## src/rtl/alu_pkg.sv

```systemverilog
// Shared ALU decoder constants: ALUControl operation encodings and
// main-decoder ALUOp classes.
package alu_pkg;

  localparam logic [2:0] ALU_ADD = 3'b000;
  localparam logic [2:0] ALU_SUB = 3'b001;
  localparam logic [2:0] ALU_AND = 3'b010;
  localparam logic [2:0] ALU_OR  = 3'b011;
  localparam logic [2:0] ALU_SLT = 3'b101;

  localparam logic [1:0] ALUOP_ADD   = 2'b00;
  localparam logic [1:0] ALUOP_SUB   = 2'b01;
  localparam logic [1:0] ALUOP_FUNCT = 2'b10;
  localparam logic [1:0] ALUOP_RSVD  = 2'b11;

  localparam logic [2:0] F3_ADDSUB = 3'b000;
  localparam logic [2:0] F3_SLT    = 3'b010;
  localparam logic [2:0] F3_OR     = 3'b110;
  localparam logic [2:0] F3_AND    = 3'b111;

endpackage

```

## src/rtl/alu_dec_logic.sv

```systemverilog
// Combinational ALU decode from ALUOp and instruction funct fields.
// Unsupported or non-matching codes fall through to ADD with illegal set.
module alu_dec_logic
  import alu_pkg::*;
(
  input  logic       opb5,
  input  logic [2:0] funct3,
  input  logic       funct7b5,
  input  logic [1:0] ALUOp,
  output logic [2:0] control,
  output logic       illegal
);

  // Decode operation; any code without an explicit match lands on ADD/illegal
  always_comb begin
    control = ALU_ADD;
    illegal = 1'b0;
    case (ALUOp)
      ALUOP_ADD: begin
        control = ALU_ADD;
        illegal = 1'b0;
      end
      ALUOP_SUB: begin
        control = ALU_SUB;
        illegal = 1'b0;
      end
      ALUOP_FUNCT: begin
        case (funct3)
          F3_ADDSUB: begin
            // Only R-type sub; addi with imm[10] set keeps ADD
            if (opb5 && funct7b5) begin
              control = ALU_SUB;
            end else begin
              control = ALU_ADD;
            end
            illegal = 1'b0;
          end
          F3_SLT: begin
            control = ALU_SLT;
            illegal = 1'b0;
          end
          F3_OR: begin
            control = ALU_OR;
            illegal = 1'b0;
          end
          F3_AND: begin
            control = ALU_AND;
            illegal = 1'b0;
          end
          default: begin
            control = ALU_ADD;
            illegal = 1'b1;
          end
        endcase
      end
      default: begin
        control = ALU_ADD;
        illegal = 1'b1;
      end
    endcase
  end

endmodule

```

## src/rtl/alu_dec.sv

```systemverilog
// Registered ALU decoder: combinational decode followed by a single
// output register, one result per cycle with one-cycle latency.
module alu_dec
  import alu_pkg::*;
(
  input  logic       clk,
  input  logic       rst_n,
  input  logic       opb5,
  input  logic [2:0] funct3,
  input  logic       funct7b5,
  input  logic [1:0] ALUOp,
  output logic [2:0] ALUControl,
  output logic       illegal
);

  logic [2:0] control_d;
  logic       illegal_d;
  logic [2:0] control_q;
  logic       illegal_q;

  alu_dec_logic u_logic (
    .opb5     (opb5),
    .funct3   (funct3),
    .funct7b5 (funct7b5),
    .ALUOp    (ALUOp),
    .control  (control_d),
    .illegal  (illegal_d)
  );

  // Output register; async reset clears any pending decode
  always_ff @(posedge clk or negedge rst_n) begin
    if (!rst_n) begin
      control_q <= ALU_ADD;
      illegal_q <= 1'b0;
    end else begin
      control_q <= control_d;
      illegal_q <= illegal_d;
    end
  end

  assign ALUControl = control_q;
  assign illegal    = illegal_q;

endmodule

```

## config.mk

```make
export PLATFORM = sky130hd
export DESIGN_NAME = alu_dec
export DESIGN_NICKNAME = d
export VERILOG_FILES = /design/src/rtl/alu_pkg.sv /design/src/rtl/alu_dec_logic.sv /design/src/rtl/alu_dec.sv
export SDC_FILE = /design/constraint.sdc
export NUM_CORES = 1
export LEC_CHECK = 0
export CAP_MARGIN = 30
export CORE_AREA = 4 4 41 43
export CTS_CLUSTER_SIZE = 12
export DETAILED_ROUTE_END_ITERATION = 16
export DIE_AREA = 0 0 45 47
export PLACE_DENSITY = 0.51
export SETUP_SLACK_MARGIN = 0.4
export SLEW_MARGIN = 30
export SYNTH_ARGS = -nofsm -noshare
export SYNTH_HDL_FRONTEND = slang
export SYNTH_SLANG_ARGS = --single-unit
```

## constraint.sdc

```tcl
create_clock -name clk -period 0.95 [get_ports clk]
set_input_delay 0.095 -clock clk [delete_from_list [all_inputs] [get_ports clk]]
set_output_delay 0.095 -clock clk [all_outputs]
set_load 0.01 [all_outputs]
```

Yosys cells after proc, flatten, opt, wreduce, memory -nomap -nowiden
Index checks and enable logic that the tools add are counted.
{"block": "totals", "regBits": 4, "out_inout_bits": 4, "elab_cells": 17, "input_bits": 9}
{"block": "op_classes", "reduce_logical": 5, "eq_ne": 5, "mux": 5}
{"op": "$pmux W3 S4", "n": 1}
{"op": "$eq A3 B3 Y1 const B", "n": 2}
{"op": "$pmux W3 S2", "n": 1}
{"op": "$reduce_or A4 Y1", "n": 1}
{"op": "$eq A3 B2 Y1 const B", "n": 1}
{"op": "$logic_not A3 Y1", "n": 1}
{"op": "$eq A2 B1 Y1 const B", "n": 1}
{"op": "$eq A2 B2 Y1 const B", "n": 1}
{"op": "$logic_not A2 Y1", "n": 1}
{"op": "$mux W1", "n": 2}
{"op": "$pmux W1 S2", "n": 1}
{"op": "$reduce_or A2 Y1", "n": 1}
{"op": "$logic_and A1 B1 Y1", "n": 1}

Longest topological paths before layout
{"block": "logic_depth", "depth_word": 4, "depth_mapped": 4}

By module
From an unflattened synthesis, not the netlist that was laid out.
{"block": "unflattened", "hier_cells": 22, "area_unflattened_um2": 227.7}
{"module": "alu_dec_logic", "instances": 1, "cells_each": 18, "seq_area_each_um2": 0.0, "area_per_inst_um2": 127.6}
{"module": "alu_dec", "instances": 1, "cells_each": 4, "seq_area_each_um2": 100.1, "area_per_inst_um2": 100.1}

Least setup slack after synthesis
Ideal clock, no wire load.
{"block": "synth_path", "kind": "in2reg", "startpoint": "in ALUOp[0]", "endpoint": "reg control_q[2], in the netlist ALUControl[2]", "arrival_time_ps": 618, "path_buffers": 0, "cell_stages": 3, "path_slack_ps": 211, "required_ps": 829, "setup_ps": 121, "cell_sequence": "inv_1 -> ha_1 -> and4_2"}
{"block": "synth_via", "elab_chain_cells": 2, "word_cells_on_any_way": 3, "classes_between": "2 x eq/ne; 1 x mux"}
{"element": "start, declared", "line_no": "alu_dec.sv:11", "source": "input logic [1:0] ALUOp,"}
{"element": "$eq A2 B2 Y1 / $eq A2 B1 Y1 (equally long branches)", "line_no": "alu_dec_logic.sv:18", "source": "case (ALUOp)"}
{"element": "$pmux W3 S2 (*)", "line_no": "alu_dec_logic.sv:18"}
{"element": "via control_d[2]", "line_no": "alu_dec.sv:16", "source": "logic [2:0] control_d;"}
{"element": "end signal, assigned", "line_no": "alu_dec.sv:36", "source": "control_q <= control_d;"}
{"element": "end, declared", "line_no": "alu_dec.sv:18", "source": "logic [2:0] control_q;"}
Mark *: on every way through the listed nets, which the timed path passes. The rest lies on a longest branch.

Final worst setup path
{"block": "layout_path", "startpoint": "reg control_q[0], in the netlist ALUControl[0]", "endpoint": "out ALUControl[0]"}
{"element": "end, declared", "line_no": "alu_dec.sv:12", "source": "output logic [2:0] ALUControl,"}
No word-level cell between the ends.

==> impl_metrics.yaml <==
outcome:
  status: "complete, no violations"
global_routing:
  grt_pass1_vias: 248
  grt_overflow_total: 0
  grt_pass1_wl_um: 979
  grt_max_degree: 7
  grt.total_usage_pct: 7.29
  antenna_found_initial: 0
worst_setup_path:
  path_cells: "buf_2"
  arrival_ns: 0.72
  endpoint_kind: "output pin"
  cp.depth: 1
  cp_data_required_time_ns: 0.85
  crit_type: "reg -> out"
  crit_path_start_kind: "flip-flop"
  path_buf_inv: 1
  crit_slowest_cell: "dfrtp_1"
  crit_path_end: "ALUControl[0]"
  crit_fanout: 1
  startpoint: "ALUControl[0]"
  critPathTopFamily: "flip-flops"
  cpPeakStageDelay_ns: 0.35
finish:
  drive_gt1_share_pct: 54.3
  area_growth_pct: 103
  nets: 49
  antenna_cells: 0
  n_fill_cell: 140
  fin_cells: 50
  postLayoutCellArea_um2: 424
route:
  via_per_inst: 4.18
  final_antenna_net_count: 0
  drt_pre_antenna_iters: 1
  drc: 0
  wl_um: 598
  drt_iter0_markers: 0
  vias: 209
  wl_per_cell_um: 12.0
synthesis:
  syn-num-nets: 31
  ys_seq_area_share_pct: 47.9
  synth_warnings: 0
  synth_cell_types: 12
  synth-seq-cells: 4
  avgSynthCellArea_um2: 11.0
  netlist_area_um2: 209
  synthCells: 19
timing:
  relSlewSlack_pct: 87.6
  setup_viol: 0
  finalCritPeriodShare_pct: 85.7
  period_needed_ns: 0.814
  rsz0062_at_grt: "true"
  holdWs_ns: 0.0626
  maxSlewViolCount: 0
  worst_pin_slew_ns: 0.186
  hold_viol: 0
  fmax_mhz: 1230
  worst_slack_ns: 0.136
clock_network:
  cts_tree: "built"
  cts_sinks: 4
  cts_setup_buffers: 0
  htreeDepth: 1
  cts_buffers: 3
  clock_path_buffers: 2
  clkSlewWorstSetupHoldPaths_ns: 0.04
  cts_root_buf: "clkbuf_4"
floorplanning:
  die-area_um2: 2120
  placementRows: 13
  dieHeight_um: 47
  core_um2: 1300
  dieWidth_um: 45
  initial_core_util_pct: 16.1
  num_io_pins: 13
power_and_ir_drop:
  vdd_drop_max_v: 0.000334
  finalPower_mw: 0.512
  cellPowerDensity_nw_per_um2: 1210
  leakagePower_nw: 0.202
hold_path:
  hold_path.class: "in -> async"
placed_design:
  hpwl_um: 451
  place.gp.congestion: 0.639
  place_inst: 47
  postPlaceCellArea_um2: 409
  post-place-ws_ns: -0.364
  io_buffers: 12
run:
  maxCapViolations: 0
[metal layers]
layer  global-route usage (%)  share of wire [%]
met5                        0                  0
met4                     7.02                  0
met3                     3.83                 15
met2                     13.3                 56
met1                     5.28                 30
[worst min path at each step]
stage               startpoint       endpoint  slack [ns]  cells past startpoint
global placement         rst_n  ALUControl[1]        0.31                      1
floorplan                rst_n  ALUControl[0]       -0.20                      0
detailed placement       rst_n  ALUControl[0]        0.31                      1
global route             rst_n  ALUControl[1]        0.07                      1
CTS                      rst_n  ALUControl[0]        0.06                      1
finish                   rst_n  ALUControl[1]        0.06                      1
[metrics by stage]
step | utilization, % | TNS [ns]
detailed placement | 31.4 | -1.29
floorplan | - | 0
finish | 32.6 | 0
global route | 32.6 | 0
global placement | 31.4 | -1.24
CTS | 32.1 | 0
[cell usage in the layout, fill, tap and decap left out]
| cell | count |
|---|---|
| nand4_1 | 1 |
| nor2_2 | 1 |
| a31oi_1 | 1 |
| ha_4 | 3 |
| buf_6 | 1 |
| a21boi_1 | 1 |
| nor3_4 | 1 |
| clkbuf_4 | 3 |
| dlygate4sd2_1 | 3 |
| a21o_1 | 1 |
| inv_1 | 1 |
| a21oi_1 | 1 |
| inv_12 | 1 |
| buf_2 | 5 |
| buf_8 | 1 |
| and4_4 | 1 |
| and3_1 | 1 |
| dfrtp_1 | 4 |
| clkdlybuf4s15_2 | 1 |
| clkdlybuf4s50_1 | 1 |
| clkdlybuf4s15_1 | 1 |
| inv_4 | 1 |
[timing repair]
| item | 4_1_cts | 5_1_grt |
|---|---|---|
| resized for setup | 35 | 1 |
| hold buffers | 0 | 0 |
| setup endpoints to repair | 8 | 7 |
| pin swaps | 6 | 1 |
| gates cloned | 0 | 0 |
[cells in the mapped netlist]
library cell	n	area (um2)
nand4_1	1	6.26
dfrtp_1	4	100
and3_1	1	6.26
a21boi_1	1	7.51
a21o_1	1	7.51
ha_1	3	37.5
a31oi_1	1	6.26
nor2_2	1	6.26
inv_1	3	11.3
a21oi_1	1	5.00
nor3_1	1	5.00
and4_2	1	10.0
[registers in the layout, summed over array words and instances, names as in the netlist]
signal and flops:
ALUControl 3, illegal 1
[where the power goes]
group | switching, mW | internal, mW | total, mW | leakage (nW)
clock | 0.0702 | 0.141 | 0.212 | 0.0138
sequential | 0.00169 | 0.180 | 0.182 | 0.0526
combinational | 0.0549 | 0.0637 | 0.119 | 0.136
total | 0.127 | 0.385 | 0.512 | 0.202
[area by class of cell]
type	count	area (um2)	share of cell area (%)
multi-input cells	12	148	34.8
repair buffers	13	109	25.7
flip-flops and latches	4	100	23.6
inverters	3	26.3	6.19
clock buffers	3	22.5	5.31
well taps	15	18.8	4.42
[cell families after synthesis]
logic type / count (synthesis) / synth area share [%]
simple gates: 5 / 16.2
compound gates: 4 / 12.6
buf+inv: 3 / 5.39
fa+ha+maj: 3 / 18.0
flops: 4 / 47.9
Power figures use the tool's default switching activity.
